[src/rtl/phase_clock_divider.sv]
// Phase clock divider: programmable divide-by-N clock with complement,
// rise/fall enables, period counter and halt/single-step debug control.
// Divisor changes take effect only at period boundaries so the divided
// clock never produces a truncated high or low phase.
module phase_clock_divider #(
    parameter int CNT_WIDTH  = 8,
    parameter int RESET_DIV  = 2,
    parameter int PCNT_WIDTH = 32
) (
    input  logic                  clock,
    input  logic                  reset,
    input  logic [CNT_WIDTH-1:0]  div_ratio,
    input  logic                  div_load,
    input  logic                  halt,
    input  logic                  step,
    output logic                  div_clk,
    output logic                  div_clk_n,
    output logic                  rise_en,
    output logic                  fall_en,
    output logic                  halted,
    output logic [CNT_WIDTH-1:0]  cur_div,
    output logic [PCNT_WIDTH-1:0] period_count
);

    typedef enum logic [1:0] {
        IDLE   = 2'd0,
        RUN    = 2'd1,
        HALTED = 2'd2,
        STEP   = 2'd3
    } state_t;

    state_t                r_state;
    state_t                w_stateNext;
    logic [CNT_WIDTH-1:0]  r_cnt;
    logic [CNT_WIDTH-1:0]  r_curDiv;
    logic [CNT_WIDTH-1:0]  r_pendDiv;
    logic                  r_pendValid;
    logic                  r_divClk;
    logic                  r_divClkN;
    logic                  r_riseEn;
    logic                  r_fallEn;
    logic [PCNT_WIDTH-1:0] r_periodCount;

    logic                  w_start;
    logic                  w_advance;
    logic                  w_atEnd;
    logic [CNT_WIDTH-1:0]  w_loadVal;
    logic [CNT_WIDTH-1:0]  w_startDiv;
    logic [CNT_WIDTH-1:0]  w_cntInc;
    logic [CNT_WIDTH:0]    w_halfDiv;
    logic                  w_incHigh;
    logic                  w_incFall;

    // Datapath helpers: clamped load value, the ratio a new period would
    // use, and the high/low decision for the next phase count. The high
    // length ceil(N/2) is computed one bit wider so N at full scale works.
    always_comb begin
        w_loadVal  = (div_ratio < CNT_WIDTH'(2)) ? CNT_WIDTH'(2) : div_ratio;
        w_startDiv = div_load ? w_loadVal : (r_pendValid ? r_pendDiv : r_curDiv);
        w_atEnd    = (r_cnt == (r_curDiv - CNT_WIDTH'(1)));
        w_cntInc   = r_cnt + CNT_WIDTH'(1);
        w_halfDiv  = ({1'b0, r_curDiv} + {{CNT_WIDTH{1'b0}}, 1'b1}) >> 1;
        w_incHigh  = ({1'b0, w_cntInc} < w_halfDiv);
        w_incFall  = ({1'b0, w_cntInc} == w_halfDiv);
    end

    // Next-state logic: decides whether the coming cycle starts a period,
    // continues the current one, or parks the divider in HALTED.
    always_comb begin
        w_stateNext = r_state;
        w_start     = 1'b0;
        w_advance   = 1'b0;
        case (r_state)
            IDLE: begin
                if (halt) begin
                    w_stateNext = HALTED;
                end else begin
                    w_stateNext = RUN;
                    w_start     = 1'b1;
                end
            end
            RUN, STEP: begin
                if (w_atEnd) begin
                    if (halt) begin
                        w_stateNext = HALTED;
                    end else begin
                        w_stateNext = RUN;
                        w_start     = 1'b1;
                    end
                end else begin
                    w_advance = 1'b1;
                end
            end
            HALTED: begin
                if (!halt) begin
                    w_stateNext = RUN;
                    w_start     = 1'b1;
                end else if (step) begin
                    w_stateNext = STEP;
                    w_start     = 1'b1;
                end
            end
            default: begin
                w_stateNext = IDLE;
            end
        endcase
    end

    // State, phase counter, ratio registers and registered outputs. Outputs
    // are computed from the upcoming phase so they line up with it exactly.
    always_ff @(posedge clock or posedge reset) begin
        if (reset) begin
            r_state       <= IDLE;
            r_cnt         <= '0;
            r_curDiv      <= CNT_WIDTH'(RESET_DIV);
            r_pendDiv     <= '0;
            r_pendValid   <= 1'b0;
            r_divClk      <= 1'b0;
            r_divClkN     <= 1'b0;
            r_riseEn      <= 1'b0;
            r_fallEn      <= 1'b0;
            r_periodCount <= '0;
        end else begin
            r_state <= w_stateNext;
            if (w_start) begin
                r_cnt         <= '0;
                r_curDiv      <= w_startDiv;
                r_pendValid   <= 1'b0;
                r_divClk      <= 1'b1;
                r_divClkN     <= 1'b0;
                r_riseEn      <= 1'b1;
                r_fallEn      <= 1'b0;
                r_periodCount <= r_periodCount + PCNT_WIDTH'(1);
            end else if (w_advance) begin
                r_cnt     <= w_cntInc;
                r_divClk  <= w_incHigh;
                r_divClkN <= !w_incHigh;
                r_riseEn  <= 1'b0;
                r_fallEn  <= w_incFall;
                if (div_load) begin
                    r_pendDiv   <= w_loadVal;
                    r_pendValid <= 1'b1;
                end
            end else begin
                r_cnt     <= '0;
                r_divClk  <= 1'b0;
                r_divClkN <= 1'b0;
                r_riseEn  <= 1'b0;
                r_fallEn  <= 1'b0;
                if (div_load) begin
                    r_curDiv    <= w_loadVal;
                    r_pendValid <= 1'b0;
                end
            end
        end
    end

    assign div_clk      = r_divClk;
    assign div_clk_n    = r_divClkN;
    assign rise_en      = r_riseEn;
    assign fall_en      = r_fallEn;
    assign halted       = (r_state == HALTED);
    assign cur_div      = r_curDiv;
    assign period_count = r_periodCount;

endmodule
[config.mk]
export PLATFORM = sky130hd
export DESIGN_NAME = phase_clock_divider
export DESIGN_NICKNAME = d
export VERILOG_FILES = /design/src/rtl/phase_clock_divider.sv
export SDC_FILE = /design/constraint.sdc
export NUM_CORES = 1
export LEC_CHECK = 0
export BUFFER_PORTS_ARGS = -buffer_cell sky130_fd_sc_hd__buf_4
export CAP_MARGIN = 20
export CORE_ASPECT_RATIO = 1.25
export CORE_MARGIN = 5
export CORE_UTILIZATION = 37
export CTS_CLUSTER_SIZE = 28
export DETAILED_ROUTE_END_ITERATION = 8
export GPL_ROUTABILITY_DRIVEN = 1
export PLACE_DENSITY = 0.6
export SYNTH_ARGS = -nofsm -noshare
export SYNTH_HDL_FRONTEND = slang
export SYNTH_SLANG_ARGS = --single-unit
[constraint.sdc]
create_clock -name clock -period 3.43 [get_ports clock]
set_clock_uncertainty 0.1 [all_clocks]
set_input_delay 0 -clock clock [delete_from_list [all_inputs] [get_ports clock]]
set_output_delay 0 -clock clock [all_outputs]
set_load 0.02 [all_outputs]
==> Yosys cells after proc, flatten, opt, wreduce, memory -nomap -nowiden <==
Index checks and enable logic that the tools add are counted.
{ "word_totals": {"regBits": 63, "in_bits": 13, "output_inout_bits": 45, "elab_cells": 64} }
{ "op_classes": {"n_addsub": 4, "n_lt_le_gt_ge": 2, "eq_ne": 8, "n_mux": 31, "bitwise_logic": 1, "n_reduce_logical": 8} }
{ "ops": {"columns": ["op", "count"], "rows": [
  ["2-to-1 mux 8 bit", 8],
  ["adder 32 x 1 -> 32 bit, second input constant", 1],
  ["2-to-1 mux 1 bit", 17],
  ["equality test 8 bit", 2],
  ["adder 8 x 1 -> 9 bit, second input constant", 1],
  ["adder 8 x 1 -> 8 bit, second input constant", 1],
  ["< comparator 8 x 2 -> 1 bit, second input constant", 1],
  ["< comparator 8 bit", 1],
  ["2-to-1 mux 2 bit", 4],
  ["subtractor 8 x 1 -> 8 bit, second input constant", 1],
  ["case mux 2 bit (3 select lines)", 1],
  ["AND reduction 3 bit", 2],
  ["equality test 2 bit, second input constant", 2],
  ["inequality test 2 bit, second input constant", 2],
  ["nonzero test 2 bit", 2],
  ["inequality test 3 bit, second input constant", 1],
  ["case mux 1 bit (3 select lines)", 1],
  ["equality test 2 x 1 -> 1 bit, second input constant", 1],
  ["logical NOT 2 bit", 1],
  ["AND reduction 2 bit", 1],
  ["OR reduction 2 bit", 1],
  ["logical NOT 1 bit", 1],
  ["inverter 1 bit", 1]
]} }

==> Longest topological paths before layout <==
{ "depth": {"ltp_word": 6, "mapped_depth": 10, "mapped_depth_nobuf": 9} }

==> Worst setup path after synthesis <==
No wires, ideal clock.
{ "synth_path": {"path_kind": "reg2reg", "startpoint": "reg r_curDiv[2] (netlist: cur_div[2])", "endpoint": "reg r_pendDiv[0]", "setup_ns": 0.128, "t_arrival_ns": 2.561, "required_ns": 3.202, "path_slack_ns": 0.641, "stages_incl_launch_ff": 9, "path_buffers": 2, "synth_period_minus_slack_ns": 2.789, "cell_sequence": "dfrtp_1 > buf_2 > or4_1 > nor4b_1 > o21ai_1 > o41ai_4 > or2_1 > buf_2 > mux2_1"} }
{ "synth_via": {"elab_chain_cells": 6, "elab_cells_between_ends": 8, "classes_between": "add/sub: 1; eq/ne: 1; mux: 4; bitwise: 1; reduce/logical: 1"} }
{ "synth_lines": {"columns": ["item", "line_no", "rtl"], "rows": [
  ["start, declared", "35", "logic [CNT_WIDTH-1:0] r_curDiv;"],
  ["start signal, assigned", "115", "r_curDiv <= CNT_WIDTH'(RESET_DIV);"],
  ["start signal, assigned", "127", "r_curDiv <= w_startDiv;"],
  ["start signal, assigned", "151", "r_curDiv <= w_loadVal;"],
  ["subtractor 8 x 1 -> 8 bit *", "60", "w_atEnd = (r_cnt == (r_curDiv - CNT_WIDTH'(1)));"],
  ["equality test 8 bit *", "60", null],
  ["2-to-1 mux 1 bit", "83", "if (w_atEnd) begin"],
  ["case mux 1 bit (3 select lines)", "73", "case (r_state)"],
  ["inverter 1 bit (no line)", null, null],
  ["AND reduction 3 bit (no line) *", null, null],
  ["end signal, assigned", "141", "r_pendDiv <= w_loadVal;"],
  ["end, declared", "36", "logic [CNT_WIDTH-1:0] r_pendDiv;"]
]} }
Mark *: on every way between the ends. The rest lies on a longest branch, timed or not.
A chain may end at the register's enable or synchronous reset.

==> Worst setup path in the final report <==
{ "layout_path": {"startpoint": "reg r_curDiv[2] (netlist: cur_div[2])", "endpoint": "reg r_curDiv[2] (netlist: cur_div[2])"} }
{ "layout_via": {"elab_chain_cells": 6, "elab_cells_between_ends": 10, "classes_between": "add/sub: 1; eq/ne: 2; mux: 5; reduce/logical: 2"} }
{ "layout_lines": {"columns": ["item", "line_no"], "rows": [
  ["subtractor 8 x 1 -> 8 bit *", "60"],
  ["equality test 8 bit *", "60"],
  ["2-to-1 mux 1 bit", "83"],
  ["case mux 1 bit (3 select lines) or 2-to-1 mux 1 bit (tied branches)", "73"],
  ["inequality test 2 bit (no line) or nonzero test 2 bit (tied branches)", null],
  ["AND reduction 3 bit (no line)", null]
]} }
Marks and branches as above.

==> flow_summary.json <==
{
  "r2r-start": "cur_div[2]",
  "setup_tns_ps": 0,
  "clk-insertion-delay-late_ps": 330,
  "synth-seq-area-share_pct": 46.6,
  "path_class": "reg2reg",
  "path_clk_slew_ps": 50,
  "fmax_mhz": 351,
  "root_buffer": "clkbuf_16",
  "grt_pass1_wl_um": 13400,
  "core-area_mm2": 0.00903,
  "port_buffers": 57,
  "synth_fp_nets": 359,
  "status": "complete, no violations",
  "fp.dieW_um": 95.6,
  "p_leak_uw": 0.00199,
  "die_height_um": 117,
  "worstRegToRegCells": 7,
  "cpPeakStageDelay_ps": 570,
  "worstHoldStart": "step",
  "synth_area_mm2": 0.00339,
  "cts.sinks": 63,
  "cts.htree.levels": 3,
  "dpl_cell_area_mm2": 0.00394,
  "arrival_ps": 2960,
  "area_delta_synth_final_pct": 29.6,
  "drive_above_1_share_pct": 20.3,
  "io_pins": 58,
  "syn_avg_cell_area_um2": 10.1,
  "cp_data_required_time_ps": 3540,
  "power.total_uw": 3430,
  "final_nets": 424,
  "synth-seq-cells": 63,
  "wire_per_inst_um": 15.3,
  "finalCritPeriodShare_pct": 83.0,
  "cts_tree": "built",
  "hold_viol": 0,
  "ff2ff_setup_slack_ps": 580,
  "ant_nets": 0,
  "rows": 39,
  "crit_chain": "or4_1, nor4b_1, o21ai_1, o41ai_4, buf_12, nand2_1, a22o_1",
  "fin_cells": 527,
  "grt_setup_unrepaired": "no",
  "fin_ws_ps": 582,
  "place_worst_setup_slack_ps": 582,
  "fin_crit_ps": 2850,
  "rr_endpoint": "cur_div[2]",
  "worstMarginPinSlew_ps": 651,
  "cp-end-kind": "flop",
  "max-vdd-ir-drop_mv": 0.275,
  "grt.total_usage_pct": 15.6,
  "ys_async_sr_fraction_pct": 100,
  "cp-start-kind": "flop",
  "crit_path_max_fanout": 54,
  "cts-buffers-inserted": 9,
  "via_per_inst": 5.14,
  "wirelength_um": 8080,
  "synth_cells": 334,
  "postCtsSetupRepairBufs": 0,
  "setup_violations": 0,
  "drc": 0,
  "num_vias": 2711,
  "maxSlewViolCount": 0,
  "dp.cells": 500,
  "gr-total-overflow": 0,
  "drt_iter0_markers": 86,
  "stdcell_area_mm2": 0.00439,
  "clk_path_buf_depth": 2,
  "grt_max_degree": 55,
  "powerDensity_mw_per_mm2": 780,
  "synth.distinct_cells": 43,
  "holdPathStages": 4,
  "start_util_pct": 37.5,
  "cap_violations": 0,
  "ys.flop_type": "dfrtp_1",
  "maxSlewHeadroom_pct": 56.5,
  "hold_class": "in2reg",
  "first_pass_iters": 4,
  "holdPathEnd": "r_state[0]",
  "grt_antenna_before_repair": 0,
  "synth_edf_count": 0,
  "yosysWarnings": 0,
  "first_global_vias": 2824,
  "antenna_cells": 0,
  "dp_hpwl_um": 5670,
  "crit_slowest_cell": "or4_1",
  "dieArea_mm2": 0.0112,
  "gp_congestion": 0.861
}
==> cells in the final DEF (no fill, tap or decap), types with 3 or more instances in the layout <==
cell,instances
a22o_1,6
and2_1,4
and3_1,15
buf_4,59
bufinv_16,3
clkbuf_16,9
dfrtp_1,62
dlygate4sd3_1,11
ha_1,12
inv_1,9
mux2_1,8
nand2_1,32
nand3_1,23
nand4_1,19
nor2_1,13
nor2b_1,8
nor3_1,7
nor4_1,4
o21ai_0,10
xnor2_1,42
xor2_1,11
==> where the power goes <==
part           leakage, uW  switching (uW)  total, uW  internal [uW]
logic              0.00101             643       1230            587
clock network     0.000168             330       1060            726
registers         0.000813             233       1140            908
==> per-layer routing <==
metal	GRT usage, %	wire length [um]
met5	0	0
met4	7.87	183
met3	3.13	354
met2	25.3	3910
met1	19.6	3640
==> registers in the layout, summed over array words and instances, names as in the netlist <==
name / cells
div_clk: 1
div_clk_n: 1
r_cnt: 8
period_count: 32
cur_div: 8
rise_en: 1
fall_en: 1
r_state: 2
r_pendDiv: 8
r_pendValid: 1
==> metrics by stage <==
stage,util [%],hold WS [ps]
6_report,48.6,82.5
4_1_cts,48.6,82.9
3_5_place_dp,43.6,41.5
5_1_grt,48.6,146
3_3_place_gp,43.6,42.9
2_1_floorplan,-,31.7
==> area by class of cell <==
class                           count  area [um2]
Multi-Input combinational cell    243        1700
Timing Repair Buffer               71         573
Sequential cell                    63        1580
Inverter                           11        41.3
Clock buffer                       10         239
Clock inverter                      6         108
Fill cell                         838        4640
Tap cell                          123         154
==> critical path, delay by kind of cell, from the launching register on <==
| family | cells | cell delay (ps) |
|---|---|---|
| AOI/OAI and AO/OA | 3 | 730 |
| buffers and inverters | 1 | 280 |
| DFF | 1 | 490 |
| and+or+nand+nor | 3 | 1130 |
==> what timing repair did <==
| item | CTS | global route |
|---|---|---|
| hold buffers | 11 | 0 |
| resized for setup | 0 | 0 |
| hold endpoints to repair | 47 | 0 |
==> cell families after synthesis <==
group | share of synthesized area, %
and+or+nand+nor | 21.0
DFF | 46.6
xor gates and xnor gates | 14.4
AOI/OAI and AO/OA | 6.98
buffers and inverters | 3.29
adders and majority gates | 4.43
muxes | 3.32
==> worst max-delay path by stage <==
stage,from,cells past startpoint,endpoint
2_1_floorplan,cur_div[2],8,r_pendDiv[0]
3_5_place_dp,cur_div[2],7,cur_div[7]
3_3_place_gp,cur_div[2],7,cur_div[5]
5_1_grt,cur_div[2],7,cur_div[4]
4_1_cts,cur_div[2],7,cur_div[7]
6_report,cur_div[2],7,cur_div[2]
==> synthesized netlist by cell type (4+ instances only) <==
library cell,number,area (um2)
dfrtp_1,62,1550
xnor2_1,42,368
nand2_1,32,120
nand3_1,23,115
nand4_1,19,119
and3_1,15,93.8
nor2_1,13,48.8
ha_1,12,150
clkbuf_1,11,41.3
xor2_1,11,96.3
inv_1,10,37.5
o21ai_0,10,50.1
mux2_1,8,90.1
nor2b_1,8,50.1
nor3_1,7,35.0
a22o_1,6,52.6
buf_2,5,25.0
and2_1,4,25.0
nor4_1,4,25.0
Power figures use the tool's default switching activity.
